$ cat src/rtl/muldiv_pkg.sv
// Shared definitions for the HI/LO multiply/divide controller: op codes,
// controller states, default latencies and op classification helpers.
// Optional feature macro: MULDIV_MADD_EN (MADD/MADDU/MSUB/MSUBU accepted).
package muldiv_pkg;

  localparam logic [3:0] OP_MULT  = 4'd0;
  localparam logic [3:0] OP_MULTU = 4'd1;
  localparam logic [3:0] OP_DIV   = 4'd2;
  localparam logic [3:0] OP_DIVU  = 4'd3;
  localparam logic [3:0] OP_MTHI  = 4'd4;
  localparam logic [3:0] OP_MTLO  = 4'd5;
  localparam logic [3:0] OP_MADD  = 4'd6;
  localparam logic [3:0] OP_MADDU = 4'd7;
  localparam logic [3:0] OP_MSUB  = 4'd8;
  localparam logic [3:0] OP_MSUBU = 4'd9;

  localparam int MUL_LAT_DEF  = 2;
  localparam int DIV_ITER_DEF = 32;

  typedef enum logic [2:0] {
    ST_IDLE,
    ST_MUL,
    ST_DIV_PRE,
    ST_DIV_ITER,
    ST_DIV_POST
  } state_t;

  // Multiply-accumulate family; only executed when the MAC feature is built in
  function automatic logic is_madd_class(input logic [3:0] op);
    return (op == OP_MADD) || (op == OP_MADDU) || (op == OP_MSUB) || (op == OP_MSUBU);
  endfunction

  // Accumulate ops that subtract the product instead of adding it
  function automatic logic is_sub_op(input logic [3:0] op);
    return (op == OP_MSUB) || (op == OP_MSUBU);
  endfunction

  // Ops that run through the MUL state
  function automatic logic is_mul_op(input logic [3:0] op);
    logic r;
    r = (op == OP_MULT) || (op == OP_MULTU);
`ifdef MULDIV_MADD_EN
    r = r || is_madd_class(op);
`endif
    return r;
  endfunction

  // Ops that run through the divider states
  function automatic logic is_div_op(input logic [3:0] op);
    return (op == OP_DIV) || (op == OP_DIVU);
  endfunction

  // Ops whose operands are interpreted as two's complement
  function automatic logic is_signed_op(input logic [3:0] op);
    return (op == OP_MULT) || (op == OP_DIV) || (op == OP_MADD) || (op == OP_MSUB);
  endfunction

endpackage

$ cat src/rtl/div_radix2_core.sv
// Iterative unsigned restoring divider, one quotient bit per clock.
// The first step is taken on the start edge, so ITERS edges produce the result;
// done pulses for one cycle once quotient/remainder are final.
module div_radix2_core #(
  parameter int ITERS = 32
) (
  input  logic        clk,
  input  logic        rst,
  input  logic        start,
  input  logic        flush,
  input  logic [31:0] dividend,
  input  logic [31:0] divisor,
  output logic        busy,
  output logic        done,
  output logic [31:0] quotient,
  output logic [31:0] remainder
);

  localparam int CW = $clog2(ITERS + 1);

  logic [CW-1:0] count;
  logic [31:0]   divisor_q;

  // One restoring step: shift in the next dividend bit, subtract if it fits
  function automatic logic [63:0] div_step(input logic [31:0] rem,
                                           input logic [31:0] quo,
                                           input logic [31:0] dsr);
    logic [32:0] shifted;
    logic [32:0] trial;
    shifted = {rem, quo[31]};
    trial   = shifted - {1'b0, dsr};
    if (!trial[32]) return {trial[31:0], quo[30:0], 1'b1};
    return {shifted[31:0], quo[30:0], 1'b0};
  endfunction

  // Step sequencer: load and first step on start, then one step per cycle
  always_ff @(posedge clk) begin
    if (rst) begin
      busy      <= 1'b0;
      done      <= 1'b0;
      count     <= '0;
      divisor_q <= '0;
      quotient  <= '0;
      remainder <= '0;
    end else begin
      done <= 1'b0;
      if (flush) begin
        busy  <= 1'b0;
        count <= '0;
      end else if (start && !busy) begin
        {remainder, quotient} <= div_step(32'd0, dividend, divisor);
        divisor_q <= divisor;
        count     <= CW'(ITERS - 1);
        busy      <= 1'b1;
      end else if (busy) begin
        {remainder, quotient} <= div_step(remainder, quotient, divisor_q);
        count <= count - 1'b1;
        if (count == CW'(1)) begin
          busy <= 1'b0;
          done <= 1'b1;
        end
      end
    end
  end

endmodule

$ cat src/rtl/muldiv_hilo_ctrl.sv
// HI/LO owner for MULT/MULTU/DIV/DIVU/MTHI/MTLO beside the execute-stage ALU.
// Sequences a fixed-latency multiplier and the radix-2 divider core, applies
// divide sign fixup, and stalls the pipeline while an op is in flight.
// Optional feature macro: MULDIV_MADD_EN adds MADD/MADDU/MSUB/MSUBU.
module muldiv_hilo_ctrl
  import muldiv_pkg::*;
#(
  parameter int MUL_LAT  = MUL_LAT_DEF,
  parameter int DIV_ITER = DIV_ITER_DEF
) (
  input  logic        clk,
  input  logic        rst,
  input  logic        start_i,
  input  logic [3:0]  op_i,
  input  logic [31:0] a_i,
  input  logic [31:0] b_i,
  input  logic        flush_i,
  output logic        stall_o,
  output logic        done_o,
  output logic [31:0] hi_o,
  output logic [31:0] lo_o
);

  state_t      state;
  logic [3:0]  op_q;
  logic [31:0] a_q;
  logic [31:0] b_q;
  logic [2:0]  cnt;
  logic        q_neg;
  logic        r_neg;

  logic        signed_op;
  logic [63:0] a_ext;
  logic [63:0] b_ext;
  logic [63:0] product;
  logic [63:0] mul_result;
  logic [31:0] a_abs;
  logic [31:0] b_abs;
  logic        div_start;
  logic        div_busy;
  logic        div_done;
  logic [31:0] div_quot;
  logic [31:0] div_rem;
  logic [31:0] div_lo;
  logic [31:0] div_hi;

  assign signed_op = is_signed_op(op_q);
  assign a_ext     = {{32{signed_op & a_q[31]}}, a_q};
  assign b_ext     = {{32{signed_op & b_q[31]}}, b_q};
  assign product   = a_ext * b_ext;
  assign a_abs     = (signed_op && a_q[31]) ? -a_q : a_q;
  assign b_abs     = (signed_op && b_q[31]) ? -b_q : b_q;
  assign div_start = (state == ST_DIV_PRE) && !flush_i && !div_busy;

  div_radix2_core #(
    .ITERS(DIV_ITER)
  ) u_div (
    .clk      (clk),
    .rst      (rst),
    .start    (div_start),
    .flush    (flush_i),
    .dividend (a_abs),
    .divisor  (b_abs),
    .busy     (div_busy),
    .done     (div_done),
    .quotient (div_quot),
    .remainder(div_rem)
  );

  // Value written to {HI,LO} when the multiply finishes (plain or accumulate)
  always_comb begin
    mul_result = product;
`ifdef MULDIV_MADD_EN
    if (is_madd_class(op_q)) begin
      if (is_sub_op(op_q)) mul_result = {hi_o, lo_o} - product;
      else                 mul_result = {hi_o, lo_o} + product;
    end
`endif
  end

  // Divide result after sign fixup; a zero divisor yields all-ones / dividend
  always_comb begin
    div_lo = q_neg ? -div_quot : div_quot;
    div_hi = r_neg ? -div_rem : div_rem;
    if (b_q == 32'd0) begin
      div_lo = 32'hFFFF_FFFF;
      div_hi = a_q;
    end
  end

  // Pipeline hold: busy, or a long op being requested; a flush always releases it
  always_comb begin
    stall_o = 1'b0;
    if (!flush_i) begin
      stall_o = (state != ST_IDLE) ||
                (start_i && (is_mul_op(op_i) || is_div_op(op_i)));
    end
  end

  // Controller FSM owning HI/LO; reset beats flush, flush beats start
  always_ff @(posedge clk) begin
    if (rst) begin
      state  <= ST_IDLE;
      hi_o   <= '0;
      lo_o   <= '0;
      done_o <= 1'b0;
      cnt    <= '0;
      op_q   <= '0;
      a_q    <= '0;
      b_q    <= '0;
      q_neg  <= 1'b0;
      r_neg  <= 1'b0;
    end else begin
      done_o <= 1'b0;
      if (flush_i) begin
        state <= ST_IDLE;
        cnt   <= '0;
      end else begin
        case (state)
          ST_IDLE: begin
            if (start_i) begin
              if (op_i == OP_MTHI) begin
                hi_o   <= a_i;
                done_o <= 1'b1;
              end else if (op_i == OP_MTLO) begin
                lo_o   <= a_i;
                done_o <= 1'b1;
              end else if (is_mul_op(op_i)) begin
                op_q  <= op_i;
                a_q   <= a_i;
                b_q   <= b_i;
                cnt   <= 3'(MUL_LAT - 1);
                state <= ST_MUL;
              end else if (is_div_op(op_i)) begin
                op_q  <= op_i;
                a_q   <= a_i;
                b_q   <= b_i;
                state <= ST_DIV_PRE;
              end
            end
          end
          ST_MUL: begin
            if (cnt == 3'd0) begin
              {hi_o, lo_o} <= mul_result;
              done_o       <= 1'b1;
              state        <= ST_IDLE;
            end else begin
              cnt <= cnt - 3'd1;
            end
          end
          ST_DIV_PRE: begin
            if (!div_busy) begin
              q_neg <= signed_op & (a_q[31] ^ b_q[31]);
              r_neg <= signed_op & a_q[31];
              state <= ST_DIV_ITER;
            end
          end
          ST_DIV_ITER: begin
            if (div_done) state <= ST_DIV_POST;
          end
          ST_DIV_POST: begin
            hi_o   <= div_hi;
            lo_o   <= div_lo;
            done_o <= 1'b1;
            state  <= ST_IDLE;
          end
          default: state <= ST_IDLE;
        endcase
      end
    end
  end

endmodule

$ cat config.mk
export PLATFORM = sky130hd
export DESIGN_NAME = muldiv_hilo_ctrl
export DESIGN_NICKNAME = d
export VERILOG_FILES = /design/src/rtl/muldiv_pkg.sv /design/src/rtl/div_radix2_core.sv /design/src/rtl/muldiv_hilo_ctrl.sv
export SDC_FILE = /design/constraint.sdc
export NUM_CORES = 2
export LEC_CHECK = 0
export ABC_AREA = 1
export BUFFER_PORTS_ARGS = -buffer_cell sky130_fd_sc_hd__buf_2
export CAP_MARGIN = 20
export CORE_MARGIN = 3
export CORE_UTILIZATION = 60
export CTS_BUF_LIST = sky130_fd_sc_hd__clkbuf_4
export DETAILED_ROUTE_END_ITERATION = 7
export HOLD_SLACK_MARGIN = 0.15
export MAX_ROUTING_LAYER = met4
export PLACE_DENSITY = 0.78
export SYNTH_ARGS = -nofsm -noshare
export SYNTH_HDL_FRONTEND = slang
export SYNTH_SLANG_ARGS = --single-unit
$ cat constraint.sdc
create_clock -name clk -period 20 [get_ports clk]
set_clock_uncertainty 0.2 [all_clocks]
set_input_delay 0 -clock clk [delete_from_list [all_inputs] [get_ports clk]]
set_output_delay 0 -clock clk [all_outputs]
set_load 0.01 [all_outputs]
==> reports/metrics.yaml <==
status: "finished, final reports clean"
vias_per_cell: 5.776
powerDensity_nw_per_um2: 28.98
crit_path_frequent_cell: "fa_1"
ys_async_sr_fraction_pct: 0
synth.area.top_cells: "fa_1 41%, inv_1 13%, nand2_1 11%"
period_share_pct: 46.72
syn_nets: 8855
tns_ns: 0
antenna_found_initial: 7
irDropWorstVdd_mv: 0.05838
wl_mm: 185.6
vias: 50370
port_buffers: 137
grt_overflow: 0
slew_headroom_pct: 26.94
synthDistinctLibCells: 52
die_area_um2: 96080
nets: 8940
worst_slack_ns: 10.66
crit_type: "reg -> reg"
grt_pass1_wl_mm: 291.8
pin_count: 138
hp-class: "reg -> reg"
synthFlopType: "dfxtp_1"
clk_pin_slew_worst_paths_ns: 0.06
arrival_ns: 9.78
fin_area_um2: 59380
maxCapViolCount: 0
seq_area_frac_synth_pct: 8.847
dr.first_iter.drc_count: 4733
cts_buffers: 72
routed_wire_length_per_instance_um: 21.28
cp_max_fo: 31
report.final.hold_viol_count: 0
h-tree-depth: 3
required_ns: 20.44
cts_tree: "done"
grt_max_degree: 97
clock-root-buffer: "clkbuf_4"
fp.dieH_um: 310.0
n_fill_cell: 7760
gp_congestion: 1.064
cp-end-kind: "register"
syn2layout_area_growth_pct: 7.121
syn-instance-count: 7402
fin_crit_ns: 9.343
dr.pass1.iters: 8
leakagePower_nw: 30.12
cpMaxStageDelayCell: "fa_1"
worst_pin_slew_ns: 1.094
yosys.area.top_type_share_pct: 40.66
cts_resized: 0
ant_nets: 0
finalHoldWorstSlack_ns: 0.2413
synth_commonest_cells: "1,848 x inv_1, 1,691 x nand2_1, 1,126 x fa_1"
ys.warnings.count: 0
dp_hpwl_mm: 146.1
synth-edff-count: 0
clock_insertion_delay_worst_skew_ns: 0.83
grtUsageTotal_pct: 40.85
yosysTopAreaCell: "fa_1"
drc: 0
fmax_ghz: 0.1070
finalSetupViolCount: 0
rows: 110
synth.most_common_cell: "inv_1"
die-width_um: 310.0
synth-seq-cells: 245
start_util_pct: 61.03
rsz0062_at_grt: "no"
clkSinkCount: 245
start_kind: "register"
slowest_delay_ns: 0.63
synth_area_um2: 55440
placed_area_um2: 56710
first_global_vias: 52020
synth_area_per_cell_um2: 7.489
cts_buffer_depth: 3
dp_slack_ns: 10.71
drive_gt1_share_pct: 5.492
final-max-slew-violation-count: 0
core_area_um2: 90840
layout make-up:
| cell class | instances | area (µm²) | area share, % |
|---|---|---|---|
| Tap cell | 1176 | 1471 | 2.478 |
| Multi-Input combinational cell | 4911 | 41990 | 70.70 |
| Clock buffer | 96 | 720.7 | 1.214 |
| Antenna cell | 7 | 17.52 | 0.02950 |
| Inverter | 1858 | 6977 | 11.75 |
| Sequential cell | 245 | 4905 | 8.259 |
| Timing Repair Buffer | 399 | 3100 | 5.221 |
| Clock inverter | 29 | 206.4 | 0.3476 |
metal layers:
metal	part of all wire, %	track usage [%]
met5	0	-
met3	9.8	7.262
met2	46	63.44
met4	6.9	22.84
met1	38	50.90
power by group:
part           leakage (nW)  total, W  internal [W]  switching, W
sequential             1.98  0.000520      0.000504     0.0000160
combinational          27.6  0.000684      0.000222      0.000462
clock                 0.541  0.000517      0.000264      0.000253
total                  30.1   0.00172      0.000989      0.000732
registers in the layout, summed over array words and instances, names as in the netlist:
| register | count |
|---|---|
| q_neg | 1 |
| a_q | 32 |
| u_div.divisor_q | 32 |
| r_neg | 1 |
| u_div.count | 6 |
| op_q | 4 |
| u_div.busy | 1 |
| u_div.remainder | 32 |
| u_div.quotient | 32 |
| done_o | 1 |
| cnt | 3 |
| b_q | 32 |
| lo_o | 32 |
| hi_o | 32 |
| u_div.done | 1 |
| state | 3 |
worst paths after layout:
check	startpoint	to	slack, ns	cells after the start
max reg2reg	op_q[1]$_SDFFE_PP0P_	hi_o[13]$_SDFFE_PP0P_	10.66	25
min reg2reg	cnt[0]$_SDFFE_PP0P_	cnt[0]$_SDFFE_PP0P_	0.24	1
max	op_q[1]$_SDFFE_PP0P_	hi_o[13]$_SDFFE_PP0P_	10.66	25
min	cnt[0]$_SDFFE_PP0P_	cnt[0]$_SDFFE_PP0P_	0.24	1
worst max-delay path: cells and delay by family, from the launching register on:
kind	cells	cell delay [ns]
adder cells (fa/ha/maj)	9	4.62
AND/OR/NAND/NOR	7	1.80
AO/OA/AOI/OAI	5	1.48
buffers and inverters	4	0.65
flip-flops	1	0.38
cell families after synthesis:
| group | synth area share (%) |
|---|---|
| AND/OR/NAND/NOR | 18.14 |
| buffers and inverters | 15.45 |
| adder cells (fa/ha/maj) | 46.42 |
| AO/OA/AOI/OAI | 9.344 |
| flip-flops | 8.847 |
| XOR/XNOR | 1.801 |
stage by stage:
stage	cells	utilization, %	total power, W
5_1_grt	8720	65.37	0.001811
3_3_place_gp	8418	62.43	0.001162
4_1_cts	8712	65.31	0.001697
6_report	8721	65.37	0.001721
3_5_place_dp	8418	62.43	0.001167
2_1_floorplan	7402	-	0.0009583
layout by cell type, fill, tap and decap left out, drive strengths merged, types with 28 or more instances in the layout:
| master | count |
|---|---|
| inv | 1857 |
| o211ai | 39 |
| buf | 229 |
| nand4 | 36 |
| xor2 | 86 |
| nor2 | 402 |
| nand3 | 242 |
| nand2 | 1697 |
| clkbuf | 97 |
| fa | 1126 |
| nor3 | 45 |
| ha | 255 |
| a21oi | 412 |
| dlygate4sd3 | 169 |
| dfxtp | 245 |
| xnor2 | 28 |
| o21ai | 372 |
what timing repair did:
| action | CTS | global route |
|---|---|---|
| hold endpoints to repair | 231 | 0 |
| buffers inserted | 0 | 0 |
| hold buffers | 169 | 0 |
(Power assumes the default switching activity.)
